`config.mk`:
```
export PLATFORM = sky130hd
export DESIGN_NAME = wb_cmd_master_flat
export DESIGN_NICKNAME = d
export VERILOG_FILES = /design/src/rtl/wb_cmd_pkg.sv /design/src/rtl/wb_cmd_master_if.sv /design/src/rtl/wb_cmd_fifo.sv /design/src/rtl/wb_cmd_master.sv /design/src/flat_wrapper.sv
export SDC_FILE = /design/constraint.sdc
export NUM_CORES = 1
export LEC_CHECK = 0
export BUFFER_PORTS_ARGS = -buffer_cell sky130_fd_sc_hd__buf_2
export CORE_ASPECT_RATIO = 1.2
export CORE_MARGIN = 2
export CORE_UTILIZATION = 52
export DETAILED_ROUTE_END_ITERATION = 8
export GPL_TIMING_DRIVEN = 0
export PLACE_DENSITY = 0.76
export SYNTH_ARGS = -nofsm -noshare
export SYNTH_HDL_FRONTEND = slang
export SYNTH_SLANG_ARGS = --single-unit
```
`constraint.sdc`:
```
create_clock -name clk_i -period 2.3 [get_ports clk_i]
set_clock_uncertainty 0.1 [all_clocks]
set_input_delay 0.23 -clock clk_i [delete_from_list [all_inputs] [get_ports clk_i]]
set_output_delay 0.23 -clock clk_i [all_outputs]
set_load 0.05 [all_outputs]
```
`src/rtl/wb_cmd_pkg.sv`:
```
// Shared types for the Wishbone command master: opcodes, FSM states and
// the timeout counter sizing helper.
package wb_cmd_pkg;

    typedef enum logic [1:0] {
        OP_WRITE    = 2'b00,
        OP_READ     = 2'b01,
        OP_WAIT_IRQ = 2'b10,
        OP_RSVD     = 2'b11
    } op_t;

    typedef enum logic [1:0] {
        IDLE = 2'b00,
        BUS  = 2'b01,
        IRQ  = 2'b10,
        RESP = 2'b11
    } state_t;

    // Counter must be able to hold TIMEOUT itself.
    function automatic int unsigned tmo_width(input int unsigned timeout);
        return (timeout < 1) ? 1 : $clog2(timeout + 1);
    endfunction

endpackage

```
`src/rtl/wb_cmd_master_if.sv`:
```
// Wishbone classic-cycle bus between the command master and a slave port.
interface wb_cmd_master_if #(
    parameter int unsigned ADDR_WIDTH = 2,
    parameter int unsigned DATA_WIDTH = 8
);
    logic                  cyc;
    logic                  stb;
    logic                  we;
    logic [ADDR_WIDTH-1:0] adr;
    logic [DATA_WIDTH-1:0] wdat;
    logic [DATA_WIDTH-1:0] rdat;
    logic                  ack;

    modport master (output cyc, stb, we, adr, wdat, input rdat, ack);
    modport slave  (input cyc, stb, we, adr, wdat, output rdat, ack);
endinterface

```
`src/rtl/wb_cmd_fifo.sv`:
```
// Synchronous command FIFO with occupancy count; DEPTH must be a power of 2.
module wb_cmd_fifo #(
    parameter int unsigned WIDTH = 8,
    parameter int unsigned DEPTH = 4
) (
    input  logic                     clk_i,
    input  logic                     rst_i,
    input  logic                     push_i,
    input  logic [WIDTH-1:0]         data_i,
    input  logic                     pop_i,
    output logic [WIDTH-1:0]         data_o,
    output logic                     full_o,
    output logic                     empty_o,
    output logic [$clog2(DEPTH):0]   count_o
);
    localparam int unsigned PtrW = $clog2(DEPTH);
    localparam int unsigned CntW = PtrW + 1;

    logic [WIDTH-1:0] mem_q [DEPTH];
    logic [PtrW-1:0]  wr_ptr_q, wr_ptr_d;
    logic [PtrW-1:0]  rd_ptr_q, rd_ptr_d;
    logic [CntW-1:0]  count_q, count_d;
    logic             do_push, do_pop;

    assign full_o  = (count_q == CntW'(DEPTH));
    assign empty_o = (count_q == '0);
    assign count_o = count_q;
    assign data_o  = mem_q[rd_ptr_q];

    assign do_push = push_i & ~full_o;
    assign do_pop  = pop_i & ~empty_o;

    always_comb begin
        wr_ptr_d = wr_ptr_q;
        rd_ptr_d = rd_ptr_q;
        count_d  = count_q;
        // Power-of-2 depth lets the pointers wrap by plain overflow.
        if (do_push) wr_ptr_d = wr_ptr_q + PtrW'(1);
        if (do_pop)  rd_ptr_d = rd_ptr_q + PtrW'(1);
        case ({do_push, do_pop})
            2'b10:   count_d = count_q + CntW'(1);
            2'b01:   count_d = count_q - CntW'(1);
            default: count_d = count_q;
        endcase
    end

    always_ff @(posedge clk_i or negedge rst_i) begin
        if (!rst_i) begin
            wr_ptr_q <= '0;
            rd_ptr_q <= '0;
            count_q  <= '0;
        end else begin
            wr_ptr_q <= wr_ptr_d;
            rd_ptr_q <= rd_ptr_d;
            count_q  <= count_d;
        end
    end

    always_ff @(posedge clk_i) begin
        if (do_push) mem_q[wr_ptr_q] <= data_i;
    end

endmodule

```
`src/rtl/wb_cmd_master.sv`:
```
// Wishbone classic-cycle master: queues WRITE/READ/WAIT_IRQ commands and
// returns one response per command, with ack/irq timeout detection.
module wb_cmd_master
    import wb_cmd_pkg::*;
#(
    parameter int unsigned ADDR_WIDTH = 2,
    parameter int unsigned DATA_WIDTH = 8,
    parameter int unsigned FIFO_DEPTH = 4,
    parameter int unsigned TIMEOUT    = 255
) (
    input  logic                          clk_i,
    input  logic                          rst_i,
    input  logic                          cmd_valid_i,
    output logic                          cmd_ready_o,
    input  logic [1:0]                    cmd_op_i,
    input  logic [ADDR_WIDTH-1:0]         cmd_adr_i,
    input  logic [DATA_WIDTH-1:0]         cmd_dat_i,
    output logic                          rsp_valid_o,
    input  logic                          rsp_ready_i,
    output logic [1:0]                    rsp_op_o,
    output logic [DATA_WIDTH-1:0]         rsp_dat_o,
    output logic                          rsp_err_o,
    wb_cmd_master_if.master               wb,
    input  logic                          irq_i,
    output logic                          busy_o,
    output logic [$clog2(FIFO_DEPTH):0]   fifo_count_o
);
    typedef struct packed {
        op_t                   op;
        logic [ADDR_WIDTH-1:0] adr;
        logic [DATA_WIDTH-1:0] dat;
    } cmd_t;

    localparam int unsigned CmdW = $bits(cmd_t);
    localparam int unsigned TmoW = tmo_width(TIMEOUT);

    cmd_t            cmd_in, cmd_head;
    logic [CmdW-1:0] fifo_rdata;
    logic            fifo_full, fifo_empty, fifo_push, fifo_pop;

    state_t                state_q, state_d;
    logic                  cyc_q, cyc_d;
    logic                  we_q, we_d;
    logic [ADDR_WIDTH-1:0] adr_q, adr_d;
    logic [DATA_WIDTH-1:0] wdat_q, wdat_d;
    logic                  rsp_valid_q, rsp_valid_d;
    op_t                   rsp_op_q, rsp_op_d;
    logic [DATA_WIDTH-1:0] rsp_dat_q, rsp_dat_d;
    logic                  rsp_err_q, rsp_err_d;
    logic [TmoW-1:0]       tmo_q, tmo_d;
    logic                  tmo_hit;

    assign cmd_in = '{op: op_t'(cmd_op_i), adr: cmd_adr_i, dat: cmd_dat_i};
    assign cmd_head = cmd_t'(fifo_rdata);

    // Ready is held low while reset is asserted so nothing is accepted then.
    assign cmd_ready_o = rst_i & ~fifo_full;
    assign fifo_push   = cmd_valid_i & cmd_ready_o;

    wb_cmd_fifo #(
        .WIDTH (CmdW),
        .DEPTH (FIFO_DEPTH)
    ) u_fifo (
        .clk_i   (clk_i),
        .rst_i   (rst_i),
        .push_i  (fifo_push),
        .data_i  (cmd_in),
        .pop_i   (fifo_pop),
        .data_o  (fifo_rdata),
        .full_o  (fifo_full),
        .empty_o (fifo_empty),
        .count_o (fifo_count_o)
    );

    // The wait that would bring the count to TIMEOUT is the last one allowed.
    assign tmo_hit = (32'(tmo_q) + 32'd1) >= TIMEOUT;

    always_comb begin
        state_d     = state_q;
        cyc_d       = cyc_q;
        we_d        = we_q;
        adr_d       = adr_q;
        wdat_d      = wdat_q;
        rsp_valid_d = rsp_valid_q;
        rsp_op_d    = rsp_op_q;
        rsp_dat_d   = rsp_dat_q;
        rsp_err_d   = rsp_err_q;
        tmo_d       = tmo_q;
        fifo_pop    = 1'b0;

        case (state_q)
            IDLE: begin
                if (!fifo_empty) begin
                    fifo_pop = 1'b1;
                    tmo_d    = '0;
                    rsp_op_d = cmd_head.op;
                    case (cmd_head.op)
                        OP_WRITE: begin
                            state_d = BUS;
                            cyc_d   = 1'b1;
                            we_d    = 1'b1;
                            adr_d   = cmd_head.adr;
                            wdat_d  = cmd_head.dat;
                        end
                        OP_READ: begin
                            state_d = BUS;
                            cyc_d   = 1'b1;
                            we_d    = 1'b0;
                            adr_d   = cmd_head.adr;
                            wdat_d  = '0;
                        end
                        OP_WAIT_IRQ: state_d = IRQ;
                        default: begin
                            state_d     = RESP;
                            rsp_valid_d = 1'b1;
                            rsp_err_d   = 1'b1;
                            rsp_dat_d   = '0;
                        end
                    endcase
                end
            end
            BUS: begin
                if (wb.ack || tmo_hit) begin
                    state_d     = RESP;
                    cyc_d       = 1'b0;
                    we_d        = 1'b0;
                    adr_d       = '0;
                    wdat_d      = '0;
                    rsp_valid_d = 1'b1;
                    rsp_err_d   = ~wb.ack;
                    rsp_dat_d   = (wb.ack && !we_q) ? wb.rdat : '0;
                end else begin
                    tmo_d = tmo_q + TmoW'(1);
                end
            end
            IRQ: begin
                if (irq_i || tmo_hit) begin
                    state_d     = RESP;
                    rsp_valid_d = 1'b1;
                    rsp_err_d   = ~irq_i;
                    rsp_dat_d   = '0;
                end else begin
                    tmo_d = tmo_q + TmoW'(1);
                end
            end
            RESP: begin
                if (rsp_ready_i) begin
                    state_d     = IDLE;
                    rsp_valid_d = 1'b0;
                    rsp_op_d    = OP_WRITE;
                    rsp_dat_d   = '0;
                    rsp_err_d   = 1'b0;
                end
            end
            default: state_d = IDLE;
        endcase
    end

    always_ff @(posedge clk_i or negedge rst_i) begin
        if (!rst_i) begin
            state_q     <= IDLE;
            cyc_q       <= 1'b0;
            we_q        <= 1'b0;
            adr_q       <= '0;
            wdat_q      <= '0;
            rsp_valid_q <= 1'b0;
            rsp_op_q    <= OP_WRITE;
            rsp_dat_q   <= '0;
            rsp_err_q   <= 1'b0;
            tmo_q       <= '0;
        end else begin
            state_q     <= state_d;
            cyc_q       <= cyc_d;
            we_q        <= we_d;
            adr_q       <= adr_d;
            wdat_q      <= wdat_d;
            rsp_valid_q <= rsp_valid_d;
            rsp_op_q    <= rsp_op_d;
            rsp_dat_q   <= rsp_dat_d;
            rsp_err_q   <= rsp_err_d;
            tmo_q       <= tmo_d;
        end
    end

    assign wb.cyc      = cyc_q;
    assign wb.stb      = cyc_q;
    assign wb.we       = we_q;
    assign wb.adr      = adr_q;
    assign wb.wdat     = wdat_q;
    assign rsp_valid_o = rsp_valid_q;
    assign rsp_op_o    = rsp_op_q;
    assign rsp_dat_o   = rsp_dat_q;
    assign rsp_err_o   = rsp_err_q;
    assign busy_o      = (state_q != IDLE) || !fifo_empty;

endmodule

```
`src/flat_wrapper.sv`:
```
// flat-port wrapper written by rule: the top's interface ports become plain ports
module wb_cmd_master_flat import wb_cmd_pkg::*;
#(
    parameter int unsigned ADDR_WIDTH = 2,
    parameter int unsigned DATA_WIDTH = 8,
    parameter int unsigned FIFO_DEPTH = 4,
    parameter int unsigned TIMEOUT    = 255
)
  (clk_i, rst_i, cmd_valid_i, cmd_ready_o, cmd_op_i, cmd_adr_i, cmd_dat_i, rsp_valid_o, rsp_ready_i, rsp_op_o, rsp_dat_o, rsp_err_o, irq_i, busy_o, fifo_count_o, wb_cyc, wb_stb, wb_we, wb_adr, wb_wdat, wb_rdat, wb_ack);
  wb_cmd_master_if #(.ADDR_WIDTH(ADDR_WIDTH), .DATA_WIDTH(DATA_WIDTH)) wb_i ();
  input  logic clk_i;
  input  logic rst_i;
  input  logic cmd_valid_i;
  output logic cmd_ready_o;
  input  logic [1:0] cmd_op_i;
  input  logic [ADDR_WIDTH-1:0] cmd_adr_i;
  input  logic [DATA_WIDTH-1:0] cmd_dat_i;
  output logic rsp_valid_o;
  input  logic rsp_ready_i;
  output logic [1:0] rsp_op_o;
  output logic [DATA_WIDTH-1:0] rsp_dat_o;
  output logic rsp_err_o;
  input  logic irq_i;
  output logic busy_o;
  output logic [$clog2(FIFO_DEPTH):0] fifo_count_o;
  output wire logic [$bits(wb_i.cyc)-1:0] wb_cyc;
  output wire logic [$bits(wb_i.stb)-1:0] wb_stb;
  output wire logic [$bits(wb_i.we)-1:0] wb_we;
  output wire logic [$bits(wb_i.adr)-1:0] wb_adr;
  output wire logic [$bits(wb_i.wdat)-1:0] wb_wdat;
  input wire logic [$bits(wb_i.rdat)-1:0] wb_rdat;
  input wire logic [$bits(wb_i.ack)-1:0] wb_ack;
  assign wb_cyc = wb_i.cyc;
  assign wb_stb = wb_i.stb;
  assign wb_we = wb_i.we;
  assign wb_adr = wb_i.adr;
  assign wb_wdat = wb_i.wdat;
  assign wb_i.rdat = wb_rdat;
  assign wb_i.ack = wb_ack;
  wb_cmd_master #(.ADDR_WIDTH(ADDR_WIDTH), .DATA_WIDTH(DATA_WIDTH), .FIFO_DEPTH(FIFO_DEPTH), .TIMEOUT(TIMEOUT)) u_core (.clk_i(clk_i), .rst_i(rst_i), .cmd_valid_i(cmd_valid_i), .cmd_ready_o(cmd_ready_o), .cmd_op_i(cmd_op_i), .cmd_adr_i(cmd_adr_i), .cmd_dat_i(cmd_dat_i), .rsp_valid_o(rsp_valid_o), .rsp_ready_i(rsp_ready_i), .rsp_op_o(rsp_op_o), .rsp_dat_o(rsp_dat_o), .rsp_err_o(rsp_err_o), .wb(wb_i), .irq_i(irq_i), .busy_o(busy_o), .fifo_count_o(fifo_count_o));
endmodule
```
# Word level (Yosys, flattened, before mapping)
# Memory sizes are Yosys's and may differ from the RTL's.
# Index checks and enable logic that the tools add are counted.
# totals
register_bits,41
elab_cells,116
mem_count,1
out_inout_bits,30
in_bits,26
ram_bits,48
# memory_table
name,words,word_bits,read_ports,rd_ports_with_merged_regs,wr,line,source
u_core.u_fifo.mem_q,4,12,1,0,1,wb_cmd_fifo.sv:19,logic [WIDTH-1:0] mem_q [DEPTH];
# op_classes
muxes,48
n_eq_ne,17
magnitude_cmp,1
add_sub_neg,6
n_bitwise,8
reduce_logical,22
# ops
cell,count
two-way mux 8 bit,11
greater-or-equal comparator 32 x 8 -> 1 bit (second input constant),1
case mux 8 bit (2 select lines),2
case mux 8 bit (4 select lines),1
case mux 8 bit (3 select lines),1
two-way mux 2 bit,8
AND reduction 4 bit,4
two-way mux 1 bit,15
!= test 2 bit (second input constant),6
case mux 2 bit (2 select lines),3
adder 8 x 1 -> 9 bit (second input constant),1
adder 8 x 1 -> 8 bit (second input constant),1
== test 2 bit (second input constant),4
case mux 1 bit (4 select lines),2
case mux 2 bit (4 select lines),1
nonzero test 2 bit,4
== test 2 x 1 -> 1 bit (second input constant),3
case mux 1 bit (2 select lines),3
case mux 3 bit (2 select lines),1
AND reduction 5 bit,1
adder 2 x 1 -> 2 bit (second input constant),2
bitwise AND 1 bit,4
zero test 2 bit,2
!= test 2 x 1 -> 1 bit (second input constant),2
other kinds (13),19

# Longest topological paths before layout
# depth
ltp_word,7
depth_mapped,10
depth_no_buf,10

# Hierarchy
# From an unflattened synthesis, not the netlist that was laid out.
# unflattened
cells_unflattened,279
hier_area_um2,4032.6
# by_module_without_submodules
mod,seq_area_each_um2,area_per_inst_um2,cells_each,instances
wb_cmd_fifo,1616.6,2188.3,100,1
wb_cmd_master,850.8,1844.3,179,1

# Worst setup path after synthesis
# OpenSTA, ideal clock, no wires.
# synth_timing
path_kind,reg-to-reg
startpoint,reg u_core.u_fifo.count_q[0] (netlist: u_core.u_fifo.count_o[0])
endpoint,reg u_core.u_fifo.count_q[2] (netlist: u_core.u_fifo.count_o[2])
path_slack_ns,-0.942
path_buffers,0
synth_period_minus_slack_ns,3.242
setup_time_ns,0.146
arrival_ns,2.996
t_required_ns,2.054
path_stages_with_launch,11
cell_sequence,dfrtp_1 inv_1 a31oi_1 and2_1 inv_1 ha_1 inv_1 fa_1 xor2_1 nor2_1 xor2_1
# synth_between
elab_chain_len,7
word_cells_on_any_way,16
cone_classes,add/sub (2); eq/ne (3); mux (3); bitwise (6); reduce/logical (2)
# synth_lines
element,line,source
"start, declared",wb_cmd_fifo.sv:22,"logic [CntW-1:0] count_q, count_d;"
"start signal, assigned",wb_cmd_fifo.sv:55,count_q <= count_d;
== test 3 bit *,wb_cmd_fifo.sv:25,assign full_o = (count_q == CntW'(DEPTH));
NOT 1 bit *,wb_cmd_master.sv:57,assign cmd_ready_o = rst_i & ~fifo_full;
bitwise AND 1 bit *,wb_cmd_master.sv:57,
named net cmd_ready_o,flat_wrapper.sv:14,output logic cmd_ready_o;
bitwise AND 1 bit *,wb_cmd_master.sv:58,assign fifo_push = cmd_valid_i & cmd_ready_o;
bitwise AND 1 bit *,wb_cmd_fifo.sv:30,assign do_push = push_i & ~full_o;
== test 2 x 1 -> 1 bit or == test 2 bit (tied branches),wb_cmd_fifo.sv:40,"case ({do_push, do_pop})"
case mux 3 bit (2 select lines) or nonzero test 2 bit (tied branches),-,
# The timed path passes the listed nets; every way through them passes the cells marked *.
# A chain may end at the register's enable or synchronous reset.

# Worst setup path after layout
# layout_timing
startpoint,reg u_core.tmo_q[1]
endpoint,reg u_core.wdat_q[0] (netlist: u_core.wb.wdat[0])
# layout_between
elab_chain_len,5
# layout_lines
element,line,source
"start, declared",wb_cmd_master.sv:50,"logic [TmoW-1:0] tmo_q, tmo_d;"
"start signal, assigned",wb_cmd_master.sv:181,tmo_q <= tmo_d;
adder 8 x 1 -> 9 bit,wb_cmd_master.sv:76,assign tmo_hit = (32'(tmo_q) + 32'd1) >= TIMEOUT;
greater-or-equal comparator 32 x 8 -> 1 bit,wb_cmd_master.sv:76,
logical OR 1 bit,wb_cmd_master.sv:123,if (wb.ack || tmo_hit) begin
!= test 2 x 1 -> 1 bit (no line),-,
AND reduction 4 bit (no line),-,
"end signal, assigned",wb_cmd_master.sv:176,wdat_q <= wdat_d;
"end, declared",wb_cmd_master.sv:45,"logic [DATA_WIDTH-1:0] wdat_q, wdat_d;"
# Every way passes these cells.

==> results.toml <==
[status]
outcome = "finished with violations"
violations = "setup timing"

[die]
start_util = 0.532
fp.dieW_um = 84.9
fp-row-count = 35
io-pin-count = 56
dieArea_mm2 = 0.00857
die_h_um = 101
core_area_mm2 = 0.00766

[worst_setup_path]
crit_arrival_ns = 2.47
timing.rr.end = "u_core.wb.wdat[0]$_DFFE_PN0P_"
worst_setup_path_end_kind = "register"
r2r_start = "u_core.tmo_q[1]$_DFFE_PN0P_"
crit_path_start = "u_core.tmo_q[1]$_DFFE_PN0P_"
worstSetupPathType = "register to register"
r2r_slack_ns = -0.02
r2r_cells = 8
cp_slowest_cell = "dfrtp_2"
critPathLaunchType = "register"
crit_required_ns = 2.45
cp-endpoint = "u_core.wb.wdat[0]$_DFFE_PN0P_"
path_cells = "ha_4 > xnor2_1 > or3_4 > o21ai_2 > a21oi_2 > a21oi_2 > buf_4 > mux2_4"
crit_path_frequent_cell = "a21oi_2"
cpPeakStageDelay_ns = 0.46
cp_max_fo = 6

[route]
drc = 0
route.detailed.wl_per_inst_um = 16.4
drt_iter0_drc = 134
wirelength_mm = 8.04
postRouteAntennaNets = 0
vias = 2607
dr.pass1.iters = 4
vias_per_cell = 5.32

[sta]
finalCritPeriodShare = 1.01
hold_viol_final = 0
fin_crit_ns = 2.32
tns_ns = -0.0418
setup_viol = 7
fmax_mhz = 430
rsz0062_at_grt = "true"
tightest_slew_ns = 0.656
worst_slack_ns = -0.0239
maxSlewViolCount = 0
finalHoldWorstSlack_ns = 0.00633
relSlewSlack = 0.563

[clock_tree]
cts.path.max_buffers = 2
cts_sinks = 89
worstSkewPairLatency_ns = 0.36
clkTransAtPathRegs_ns = 0.10
root_buffer = "clkbuf_8"
h-tree-depth = 3
numCtsBuffers = 9
cts_tree = "done"

[power]
netSwitchingPower_uw = 3110
irDropWorstVdd_uv = 944
pwr-share-clk = 0.148
pwr-share-seq = 0.319
intPower_uw = 4140
power.density_mw_per_mm2 = 1420
pwr-share-comb = 0.533
p_sw_frac = 0.429
p_leak_uw = 0.00214

[yosys]
synth_ff_type = "edfxtp_1"
synth.area.top_cells = "edfxtp_1, dfrtp_1, mux4_2"
yosys.cell_count.top_type = "edfxtp_1"
ys_warn_count = 0
yosysTopAreaCell = "edfxtp_1"
syn_area_mm2 = 0.00408
synth-seq-cells = 89
synth_nets = 334
synth-edff-count = 48
async_reset_ff_frac = 0.461
ys_types = 54
syn_area_per_cell_um2 = 13.8
ys_seq_area_frac = 0.605
synth_common_cells = "edfxtp_1, dfrtp_1, inv_1, nand2_1, mux2i_1"
synthCells = 295
yosys.area.top_type_share = 0.353

[placement]
place_congestion = 0.845
dp_hpwl_mm = 5.20
portBuffers = 55
place_inst = 442
dpl-instance-area_mm2 = 0.00451

[global_routing]
globalRouteTotalUtil = 0.199
grt_pass1_vias = 2807
grt_max_degree = 42
overflow = 0
antenna_found_initial = 0
grt_pass1_wl_mm = 13.1

[min_path]
hold_class = "input port to register"

[run]
drv_cap = 0

[cells_and_area]
drive_above_1_share = 0.379
stdcell_area_mm2 = 0.00511
fin_cells = 490
syn_to_final_growth_pct = 25.4
nNetsFinal = 432
n_fill_cell = 555
diodes = 0
==> per-layer routing <==
metal / vias to the layer above / global-route usage / part of all wire
met5: - / 0 / 0
met1: 1285 / 0.220 / 0.40
met3: 11 / 0.0450 / 0.038
met4: 0 / 0.0879 / 0.020
li1: 1252 / - / -
met2: 59 / 0.365 / 0.55
==> cell families (layout without fill, tap and decap cells) <==
| kind of cell | count (synthesis) | count (layout) | synth area share |
|---|---|---|---|
| AND/OR/NAND/NOR | 70 | 70 | 0.0893 |
| AO/OA/AOI/OAI | 39 | 39 | 0.0663 |
| XOR/XNOR | 8 | 8 | 0.0172 |
| buffers and inverters | 40 | 143 | 0.0460 |
| adder cells (fa/ha/maj) | 13 | 13 | 0.0417 |
| multiplexers | 36 | 36 | 0.135 |
| flip-flops | 89 | 89 | 0.605 |
==> worst max-delay path: cells and delay by family (launching register included) <==
kind | cells | cell delay, ns
muxes | 1 | 0.30
DFF | 1 | 0.46
adders and majority gates | 1 | 0.19
and+or+nand+nor | 1 | 0.37
buffers and inverters | 1 | 0.18
AOI/OAI and AO/OA | 3 | 0.47
xor gates and xnor gates | 1 | 0.13
==> flip-flops by register name, indices dropped and copies added (netlist names) <==
| signal | cells |
|---|---|
| u_core.rsp_dat_o | 8 |
| u_core.u_fifo.rd_ptr_q | 2 |
| u_core.wb.adr | 2 |
| u_core.tmo_q | 8 |
| u_core.wb.wdat | 8 |
| u_core.u_fifo.count_o | 3 |
| u_core.rsp_op_o | 2 |
| u_core.u_fifo.mem_q | 48 |
| u_core.rsp_valid_o | 1 |
| u_core.rsp_err_o | 1 |
| u_core.wb.cyc | 1 |
| u_core.u_fifo.wr_ptr_q | 2 |
| u_core.wb.we | 1 |
| u_core.state_q | 2 |
==> timing repair <==
item,4_1_cts,5_1_grt
hold buffers,18,0
cloned,1,1
endpoints found under the hold margin,93,0
pin swaps,2,5
setup endpoints to repair,34,31
setup buffers,8,4
gates resized for setup,9,21
==> power groups by stage <==
stage                     Clock [µW]  Sequential (µW)  Combinational (µW)
after CTS                       1100             2300                3610
final                           1070             2310                3860
after global routing            1160             2360                4160
after detailed placement           0             2330                3380
after global placement             0             2310                3290
after floorplan                    0             2910                2060
==> placed cells by master, fill, tap and decap left out, types with 3 or more instances in the layout <==
cell type / instances
inv_2: 5
a21oi_1: 5
o21ai_0: 7
mux2_4: 9
clkbuf_8: 9
buf_2: 57
and3_1: 5
mux2i_1: 14
inv_8: 3
nor2_1: 5
dfrtp_1: 36
mux4_2: 12
buf_6: 6
nand2_2: 3
ha_1: 8
nand2_1: 27
ha_4: 4
dfrtp_2: 5
xnor2_1: 4
edfxtp_1: 48
nor3_1: 4
dlygate4sd3_1: 17
o21ai_1: 4
xor2_1: 3
buf_4: 14
inv_1: 24
nor2b_1: 10
==> how the worst min path moves through the flow <==
stage	from	to	slack, ns	cells past startpoint
after floorplan	rst_i	u_core.rsp_dat_o[0]$_DFFE_PN0P_	-0.17	0
after global placement	rst_i	u_core.tmo_q[2]$_DFFE_PN0P_	0.32	1
after detailed placement	rst_i	u_core.tmo_q[2]$_DFFE_PN0P_	0.33	1
after CTS	wb_rdat[6]	u_core.rsp_dat_o[6]$_DFFE_PN0P_	0.002	3
after global routing	wb_rdat[2]	u_core.rsp_dat_o[2]$_DFFE_PN0P_	0.01	3
final	wb_rdat[6]	u_core.rsp_dat_o[6]$_DFFE_PN0P_	0.006	3
==> area by class of cell <==
| class | count | area (µm²) | area share |
|---|---|---|---|
| Buffer | 11 | 82.6 | 0.0161 |
| Clock buffer | 9 | 124 | 0.0242 |
| Timing Repair Buffer | 87 | 578 | 0.113 |
| Multi-Input combinational cell | 166 | 1560 | 0.304 |
| Inverter | 29 | 109 | 0.0213 |
| Tap cell | 92 | 115 | 0.0225 |
| Clock inverter | 7 | 76.3 | 0.0149 |
| Sequential cell | 89 | 2470 | 0.484 |
==> per-stage QoR <==
step | setup WS (ns) | utilization | total power (µW)
finish | -0.0239 | 0.667 | 7250
global route | -0.0756 | 0.667 | 7670
CTS | 0.00447 | 0.651 | 7000
detailed placement | -0.350 | 0.588 | 5710
global placement | -0.301 | 0.588 | 5600
floorplan | 0.00554 | - | 4980
Power figures use the tool's default switching activity.
